## config.mk

```make
export PLATFORM = sky130hd
export DESIGN_NAME = nn_compute_engine
export DESIGN_NICKNAME = d
export VERILOG_FILES = /design/src/rtl/nn_pkg.sv /design/src/rtl/nn_mac_unit.sv /design/src/rtl/nn_compute_engine.sv
export SDC_FILE = /design/constraint.sdc
export NUM_CORES = 2
export LEC_CHECK = 0
export CAP_MARGIN = 20
export CORE_ASPECT_RATIO = 0.7
export CORE_UTILIZATION = 45
export CTS_CLUSTER_SIZE = 16
export DETAILED_ROUTE_END_ITERATION = 8
export GPL_TIMING_DRIVEN = 0
export PLACE_DENSITY_LB_ADDON = 0.12
export SYNTH_ARGS = -nofsm -noshare
export SYNTH_HDL_FRONTEND = slang
export SYNTH_SLANG_ARGS = --single-unit
```

## constraint.sdc

```tcl
create_clock -name clk -period 25.5 [get_ports clk]
set_input_delay 5.1 -clock clk [delete_from_list [all_inputs] [get_ports clk]]
set_output_delay 5.1 -clock clk [all_outputs]
set_load 0.03 [all_outputs]
```

## src/rtl/nn_pkg.sv

```systemverilog
`default_nettype none
// ============================================================================
//  Module      : nn_pkg
//  Description : Shared types and constants for the fully-connected output
//                layer engine: FSM state enum, datapath widths, result
//                saturation limits and default layer dimensions.
//  Revision    : 1.0 - initial release
// ============================================================================
package nn_pkg;

  localparam int PIXEL_W  = 16;   // unsigned pixel
  localparam int WEIGHT_W = 16;   // signed weight
  localparam int RESULT_W = 17;   // signed saturated result
  localparam int PROD_W   = 33;   // 17b (zero-extended pixel) x 16b product
  localparam int ACC_W    = 44;   // holds 784 worst-case products with margin

  localparam int RESULT_MAX = 65535;
  localparam int RESULT_MIN = -65536;

  localparam int DEFAULT_NUM_PIXELS  = 784;
  localparam int DEFAULT_NUM_OUTPUTS = 10;

  typedef enum logic [2:0] {
    ST_IDLE  = 3'd0,
    ST_RUN   = 3'd1,
    ST_DRAIN = 3'd2,
    ST_STORE = 3'd3,
    ST_DONE  = 3'd4
  } nn_state_t;

endpackage
`default_nettype wire

```

## src/rtl/nn_mac_unit.sv

```systemverilog
`default_nettype none
// ============================================================================
//  Module      : nn_mac_unit
//  Description : Multiply-accumulate back end of the dot-product pipeline.
//                Registers the signed product of a zero-extended pixel and a
//                signed weight, accumulates it, and presents the accumulator
//                shifted right by FRAC_BITS and saturated to 17 bits.
//                Optional macro NN_RELU_EN clamps negative results to 0.
//  Ports       : clk, rst      - clock / asynchronous active-high reset
//                i_valid       - operands valid this cycle
//                i_clear       - clear the accumulator (wins over accumulate)
//                i_pixel       - unsigned pixel operand
//                i_weight      - signed weight operand
//                o_result      - saturated (optionally rectified) result
//  Revision    : 1.0 - initial release
// ============================================================================
module nn_mac_unit
  import nn_pkg::*;
#(
  parameter int FRAC_BITS = 8
) (
  input  logic                       clk,
  input  logic                       rst,
  input  logic                       i_valid,
  input  logic                       i_clear,
  input  logic [PIXEL_W-1:0]         i_pixel,
  input  logic signed [WEIGHT_W-1:0] i_weight,
  output logic signed [RESULT_W-1:0] o_result
);

  localparam logic signed [ACC_W-1:0] c_max = ACC_W'(RESULT_MAX);
  localparam logic signed [ACC_W-1:0] c_min = ACC_W'(RESULT_MIN);

  logic signed [PROD_W-1:0]   w_pix_x;
  logic signed [PROD_W-1:0]   w_wgt_x;
  logic signed [PROD_W-1:0]   r_prod;
  logic                       r_prod_vld;
  logic signed [ACC_W-1:0]    r_acc;
  logic signed [ACC_W-1:0]    w_shifted;
  logic signed [RESULT_W-1:0] w_sat;

  // Pixel is unsigned: zero-extend; weight is signed: sign-extend.
  assign w_pix_x = {{(PROD_W-PIXEL_W){1'b0}}, i_pixel};
  assign w_wgt_x = {{(PROD_W-WEIGHT_W){i_weight[WEIGHT_W-1]}}, i_weight};

  always_ff @(posedge clk or posedge rst) begin
    if (rst) begin
      r_prod     <= '0;
      r_prod_vld <= 1'b0;
      r_acc      <= '0;
    end else begin
      r_prod_vld <= i_valid;
      if (i_valid) begin
        r_prod <= w_pix_x * w_wgt_x;
      end
      if (i_clear) begin
        r_acc <= '0;
      end else if (r_prod_vld) begin
        r_acc <= r_acc + {{(ACC_W-PROD_W){r_prod[PROD_W-1]}}, r_prod};
      end
    end
  end

  always_comb begin
    w_shifted = r_acc >>> FRAC_BITS;
    if (w_shifted > c_max) begin
      w_sat = RESULT_W'(RESULT_MAX);
    end else if (w_shifted < c_min) begin
      w_sat = RESULT_W'(RESULT_MIN);
    end else begin
      w_sat = w_shifted[RESULT_W-1:0];
    end
`ifdef NN_RELU_EN
    if (w_sat[RESULT_W-1]) begin
      w_sat = '0;
    end
`endif
  end

  assign o_result = w_sat;

endmodule
`default_nettype wire

```

## src/rtl/nn_compute_engine.sv

```systemverilog
`default_nettype none
// ============================================================================
//  Module      : nn_compute_engine
//  Description : Fully-connected output layer. On a rising edge of start_calc
//                computes one signed dot product per output neuron over all
//                pixels, saturates each to 17 bits into a 16-entry result
//                file, then raises done_calc.
//                Optional macro NN_RELU_EN stores negative results as 0.
//  Ports       : clk, rst          - clock / asynchronous active-high reset
//                start_calc        - level; rising edge starts a run
//                done_calc, busy   - run complete / run in progress
//                pixel_rd_*        - pixel memory read port (1-cycle latency)
//                weight_rd_*       - weight memory read port (1-cycle latency)
//                output_address    - result file read index
//                result_output     - result[output_address], 0 if out of range
//  Revision    : 1.0 - initial release
// ============================================================================
module nn_compute_engine
  import nn_pkg::*;
#(
  parameter int NUM_PIXELS  = DEFAULT_NUM_PIXELS,
  parameter int NUM_OUTPUTS = DEFAULT_NUM_OUTPUTS,
  parameter int FRAC_BITS   = 8,
  parameter int PADDR_W     = 11,
  parameter int WADDR_W     = 14
) (
  input  logic                clk,
  input  logic                rst,
  input  logic                start_calc,
  output logic                done_calc,
  output logic                busy,
  output logic                pixel_rd_en,
  output logic [PADDR_W-1:0]  pixel_rd_addr,
  input  logic [PIXEL_W-1:0]  pixel_rd_data,
  output logic                weight_rd_en,
  output logic [WADDR_W-1:0]  weight_rd_addr,
  input  logic [WEIGHT_W-1:0] weight_rd_data,
  input  logic [3:0]          output_address,
  output logic [RESULT_W-1:0] result_output
);

  localparam logic [PADDR_W-1:0] c_last_pix = PADDR_W'(NUM_PIXELS - 1);
  localparam logic [3:0]         c_last_out = 4'(NUM_OUTPUTS - 1);
  localparam logic [4:0]         c_num_out  = 5'(NUM_OUTPUTS);

  nn_state_t            r_state;
  logic                 r_start_d;
  logic [PADDR_W-1:0]   r_pix_idx;
  logic [WADDR_W-1:0]   r_waddr;
  logic [3:0]           r_out_idx;
  logic                 r_drain_cnt;
  logic                 r_rd_en;
  logic                 r_rd_vld;
  logic                 r_done;
  logic [RESULT_W-1:0]  r_result [16];

  logic                 w_start_edge;
  logic                 w_mac_clear;
  logic [RESULT_W-1:0]  w_mac_result;

  assign w_start_edge = start_calc & ~r_start_d;
  assign w_mac_clear  = (r_state == ST_STORE);

  // Weight address is out_idx*NUM_PIXELS + pix_idx; since issues are strictly
  // sequential across outputs it is kept as a running counter (no multiplier).
  always_ff @(posedge clk or posedge rst) begin
    if (rst) begin
      r_state     <= ST_IDLE;
      r_start_d   <= 1'b0;
      r_pix_idx   <= '0;
      r_waddr     <= '0;
      r_out_idx   <= '0;
      r_drain_cnt <= 1'b0;
      r_rd_en     <= 1'b0;
      r_rd_vld    <= 1'b0;
      r_done      <= 1'b0;
      for (int i = 0; i < 16; i++) begin
        r_result[i] <= '0;
      end
    end else begin
      r_start_d <= start_calc;
      // Memory data is valid the cycle after the strobe.
      r_rd_vld  <= r_rd_en;
      case (r_state)
        ST_IDLE, ST_DONE: begin
          if (w_start_edge) begin
            r_state   <= ST_RUN;
            r_rd_en   <= 1'b1;
            r_pix_idx <= '0;
            r_waddr   <= '0;
            r_out_idx <= '0;
            r_done    <= 1'b0;
          end
        end
        ST_RUN: begin
          r_waddr <= r_waddr + WADDR_W'(1);
          if (r_pix_idx == c_last_pix) begin
            r_pix_idx   <= '0;
            r_rd_en     <= 1'b0;
            r_drain_cnt <= 1'b0;
            r_state     <= ST_DRAIN;
          end else begin
            r_pix_idx <= r_pix_idx + PADDR_W'(1);
          end
        end
        ST_DRAIN: begin
          // Two cycles: read-data stage, then product stage into accumulator.
          if (r_drain_cnt) begin
            r_state <= ST_STORE;
          end else begin
            r_drain_cnt <= 1'b1;
          end
        end
        ST_STORE: begin
          r_result[r_out_idx] <= w_mac_result;
          r_out_idx           <= r_out_idx + 4'd1;
          if (r_out_idx < c_last_out) begin
            r_state <= ST_RUN;
            r_rd_en <= 1'b1;
          end else begin
            r_state <= ST_DONE;
            r_done  <= 1'b1;
          end
        end
        default: begin
          r_state <= ST_IDLE;
        end
      endcase
    end
  end

  nn_mac_unit #(
    .FRAC_BITS (FRAC_BITS)
  ) u_mac (
    .clk      (clk),
    .rst      (rst),
    .i_valid  (r_rd_vld),
    .i_clear  (w_mac_clear),
    .i_pixel  (pixel_rd_data),
    .i_weight ($signed(weight_rd_data)),
    .o_result (w_mac_result)
  );

  assign done_calc      = r_done;
  assign busy           = (r_state == ST_RUN) || (r_state == ST_DRAIN) ||
                          (r_state == ST_STORE);
  assign pixel_rd_en    = r_rd_en;
  assign weight_rd_en   = r_rd_en;
  assign pixel_rd_addr  = r_pix_idx;
  assign weight_rd_addr = r_waddr;
  assign result_output  = ({1'b0, output_address} < c_num_out) ?
                          r_result[output_address] : '0;

endmodule
`default_nettype wire
```

Word level (Yosys, flattened, before mapping) --
Cells that the tools add are included.
Storage, ports and cells: bits in registers 387, input bits 39, output and inout port bits 46, word-level logic and storage cells 101
Cells by class: add/subtract/negate cells 4, $mul 1, magnitude comparators 7, equal/unequal tests 10, mux-type cells 31, bitwise logic cells 4, reduce and logical (&&, ||, !) cells 16
Operators with widths (number):
- 272-bit bitwise mux | 1
- 17-bit two-way mux | 6
- 44-bit two-way mux | 2
- 17-bit binary-select mux with 4-bit select | 1
- 17-bit demux with 4-bit select | 1
- 44-bit adder | 1
- 36-bit by 17-bit > comparator with 1-bit output, second input constant | 1
- 36-bit by 17-bit < comparator with 1-bit output, second input constant | 1
- 17-bit by 16-bit multiplier with 33-bit output | 1
- 14-bit one-hot mux with 2 select lines | 1
- 11-bit two-way mux | 2
- 11-bit one-hot mux with 2 select lines | 1
- 14-bit by 1-bit adder with 14-bit output, second input constant | 1
- 14-bit two-way mux | 1
- 3-bit two-way mux | 4
- 3-bit one-hot mux with 4 select lines | 1
- 11-bit by 1-bit adder with 11-bit output, second input constant | 1
- 11-bit by 10-bit equality test with 1-bit output, second input constant | 1
- 5-bit >= comparator, second input constant | 2
- 2-bit inequality test, second input constant | 5
- 4-bit NOT with 5-bit output | 2
- 4-bit < comparator, second input constant | 2
- 4-bit one-hot mux with 2 select lines | 1
- 2-bit nonzero test | 4
- other kinds (19) | 29

Longest topological paths before layout --
depth in word-level cells 6, mapped depth 24, gate-level depth less buffers 23

Cells and area by module --
A second synthesis with hierarchy kept.
Unflattened totals: cells, all modules 2345, area total of the unflattened synthesis 24109.4 um^2
Modules (own cells, without submodules):
- nn_mac_unit | times used 1, cells each 1621, area each 14251.2 um^2, sequential area each 1951.9 um^2
- nn_compute_engine | times used 1, cells each 724, area each 9858.2 um^2, sequential area each 5180.0 um^2

Worst setup path before layout --
No wires, ideal clock.
path kind input port to output port, start input output_address[0], end output result_output[10], data arrival time 7.204 ns, required time 20.400 ns, slack 13.196 ns, stages 6, buffers on the path 3, cells stage by stage clkbuf_1 buf_1 clkbuf_1 mux2_2 a22oi_1 o21ai_0
On the way: word-level cells in the longest chain between the ends 5
Ends and longest elaborated chain:
- from (decl) | RTL line nn_compute_engine.sv:38 | input logic [3:0] output_address,
- 4-bit NOT with 5-bit output (implied by the code) | RTL line nn_compute_engine.sv:152 | r_result[output_address] : '0;
- 17-bit binary-select mux with 4-bit select | RTL line nn_compute_engine.sv:152
- 17-bit two-way mux (implied by the code) (2 in a row) | RTL line nn_compute_engine.sv:152
- 17-bit two-way mux * | RTL line nn_compute_engine.sv:151 | assign result_output = ({1'b0, output_address} < c_num_out) ?
- to (decl) | RTL line nn_compute_engine.sv:39 | output logic [RESULT_W-1:0] result_output
Mark *: on every way between the ends. The rest lies on a longest branch, timed or not. The select of a mux whose other input is x is not followed.

Worst setup path after layout --
start input output_address[1], end output result_output[11]
The elaborated chain is that of the path after synthesis.

==> results_dict.tcl <==
set metrics [dict create \
    final_cell_mix "380 x nand2_1, 285 x dfrtp_1, 272 x o21ai_0" \
    worst-setup-path-type "primary input to primary output" \
    timing.final.crit_period_ps 13780 \
    tritoncts_num_sinks 285 \
    via_per_inst 5.54 \
    yosys_register_bits 285 \
    wl_met2_mm 24.6 \
    postRouteAntennaNets 0 \
    drcViolationCount 0 \
    max_slew_margin 0.264 \
    placed_cell_area_sq_um 25000 \
    worstSetupStartpointType "primary input" \
    post_cts_setup_repair_bufs 0 \
    yosys.cell_types.count 73 \
    grt.total_usage 0.245 \
    nFillCells 4779 \
    result_of_the_run "complete, no violations" \
    sequentialPowerShare 0.180 \
    met1Wirelength_mm 33.3 \
    setup_viol 0 \
    grt_start_max_net_pins 112 \
    layout_cells_excl_fill 3288 \
    drtPass1Iterations 5 \
    worstHoldPathType "register to register" \
    buffer_ports.inserted 81 \
    die-area_sq_um 52700 \
    gp_routability_congestion 0.912 \
    synth.avg_cell_area_sq_um 9.39 \
    synth_enable_flop_cells 0 \
    cts_inserted_buffers 27 \
    syn2layout_area_growth_pct 11.3 \
    finalSetupTns_ps 0 \
    die_width_microns 274 \
    slew_viol_final 0 \
    tritoncts "built" \
    cts-root-to-sink-buffers 3 \
    post_cts_resized 0 \
    power_switching_w 0.00174 \
    power_report.internal_total_w 0.00182 \
    rsz0062_at_grt "no" \
    seq_area_frac_synth 0.306 \
    dp_cell_count 3238 \
    wl_per_cell_microns 19.1 \
    share_clk_of_total_power 0.117 \
    critical_path.endpoint_type "primary output" \
    vdd_ir_drop_max_mv 0.192 \
    synth-warning-count 0 \
    via_count_of_the_first_global_routing_pass 17800 \
    area_used_by_multi_input_combinational_logic_sq_um 14600 \
    std_cell_rows 69 \
    clock_insertion_delay_worst_skew_ps 550 \
    power.density_nw_per_um2 137 \
    wl_met3_mm 4.36 \
    drt-total-wl_mm 62.9 \
    die_outline_height_microns 192 \
    fmaxAchievable_mhz 72.6 \
    timing.final.hold_violations 0 \
    route.top_layer_used "met5" \
    syn-cell-area_sq_um 23300 \
    worstPathRequired_ps 20400 \
    cts.reportedPaths.clkPinSlew_ps 70 \
    hold_buffers 0 \
    skew_ps 14.1 \
    cap_violations 0 \
    arr_time_crit_path_ps 8670 \
    grt_overflow 0 \
    h_tree_level_count 1 \
    hpwl_mm 50.5 \
    num-nets-final 3000 \
    mappedNetlistNets 2886 \
    fp.coreArea_sq_um 50900 \
    dr_total_vias 18200 \
    finalInstanceArea_sq_um 25900 \
    clock-root-buffer "clkbuf_16" \
    initialDrtViolationCount 1542 \
    grt_antenna_before_repair 3 \
    power.share.combinational 0.703 \
    power_leakage_nw 12.0 \
    worst_margin_pin_slew_ps 1090 \
    layout-drive-gt1-share 0.0605 \
    initial_utilization 0.457 \
    crit_fanout 10 \
    synthesis.instances 2480 \
    power_switching_share 0.488 \
    ratio_of_final_minimum_period_to_clock_period 0.540 \
    seqCellArea_sq_um 7130 \
    final_core_util 0.509 \
    fin_hold_ws_ps 437 \
    grt_pass1_wl_mm 101 \
    async_flop_share 1.00 \
    io_pins 85 \
    mostFrequentLayoutCell "nand2_1" \
    yosys_most_used_dff "dfrtp_1" \
]
-- synthesized netlist by cell type (7+ instances only) --
cell type	number	area, sq um
a21o_1	37	278
xor2_1	25	219
fa_1	195	3900
mux2i_1	25	250
clkbuf_1	121	454
buf_1	9	33.8
nand2b_1	16	100
a211oi_1	7	52.6
a22oi_1	18	135
nor3_1	19	95.1
o31ai_1	9	67.6
ha_1	172	2150
nor2b_1	10	62.6
nand2_1	380	1430
o21ai_0	272	1360
nand3_1	36	180
o21bai_1	11	82.6
mux4_2	34	766
nor2_1	102	383
nand4_1	22	138
a21oi_1	85	425
nor4_1	8	50.1
dfrtp_1	285	7130
and3_1	11	68.8
xnor2_1	38	333
mux2_2	48	541
and2_1	126	788
o21a_1	11	82.6
inv_1	264	991
a31oi_1	10	62.6
-- critical path, stage by stage --
cell             delay, ps
clkbuf_1               540
clkinv_1               540
nor2_1                 720
clkbuf_1               570
a22oi_1                180
o21ai_0                290
clkdlybuf4s50_1        720
-- final cells by class --
class	instances	area share
clock inverter	10	0.00444
inverter	266	0.0388
timing repair buffer	85	0.0340
buffer	135	0.0199
multi-input combinational	1794	0.565
sequential	285	0.275
clock buffer	38	0.0304
antenna	1	0.0000965
tap	674	0.0325
-- metrics by stage --
stage,worst slack (ps),power (W)
6_report,11730,0.00356
5_1_grt,11540,0.00390
4_1_cts,11790,0.00356
3_3_place_gp,8870,0.00309
2_1_floorplan,12540,0.00255
3_5_place_dp,11780,0.00312
-- registers in the layout (all words and copies together) (netlist names) --
name	flops
r_result	170
pixel_rd_addr	11
done_calc	1
weight_rd_addr	14
r_out_idx	4
r_state	3
r_start_d	1
u_mac.r_prod_vld	1
r_drain_cnt	1
u_mac.r_acc	44
u_mac.r_prod	33
r_rd_vld	1
pixel_rd_en	1
-- cell families (layout without fill, tap and decap cells) --
| family | after synthesis | count (layout) | synth area share |
|---|---|---|---|
| AOI/OAI and AO/OA | 514 | 514 | 0.132 |
| xor gates and xnor gates | 63 | 63 | 0.0237 |
| adders and majority gates | 367 | 367 | 0.260 |
| buffers and inverters | 401 | 534 | 0.0650 |
| DFF | 285 | 285 | 0.306 |
| muxes | 107 | 107 | 0.0668 |
| other | 0 | 1 | 0 |
| and+or+nand+nor | 743 | 743 | 0.146 |
-- final timing paths --
check                                                 from  slack (ps)  depth (start not counted)                             to
worst max-delay path                     output_address[1]       11730                          7              result_output[11]
worst min-delay path                    r_rd_vld$_DFF_PP0_         440                          0     u_mac.r_prod_vld$_DFF_PP0_
worst max register to register  u_mac.r_acc[0]$_DFFE_PP0P_       21840                         13    u_mac.r_acc[42]$_DFFE_PP0P_
worst min register to register          r_rd_vld$_DFF_PP0_         440                          0     u_mac.r_prod_vld$_DFF_PP0_
max in group asynchronous                              rst       19070                          4      r_result[207]$_DFFE_PP0P_
min in group asynchronous                              rst        5010                          2  weight_rd_addr[6]$_DFFE_PP0P_
-- power by group through the flow --
| stage | sequential (W) | combinational (W) | clock (W) |
|---|---|---|---|
| floorplan | 0.000645 | 0.00190 | 0 |
| global placement | 0.000645 | 0.00244 | 0 |
| detailed placement | 0.000646 | 0.00248 | 0 |
| CTS | 0.000640 | 0.00250 | 0.000426 |
| global route | 0.000651 | 0.00281 | 0.000447 |
| finish | 0.000639 | 0.00250 | 0.000416 |
-- per-layer routing --
layer,vias to the layer above,global-route usage
li1,8489,-
met1,9189,0.412
met4,4,0.0301
met5,-,0
met2,497,0.324
met3,50,0.0453
Note: power is estimated with default switching activity, not from simulation.
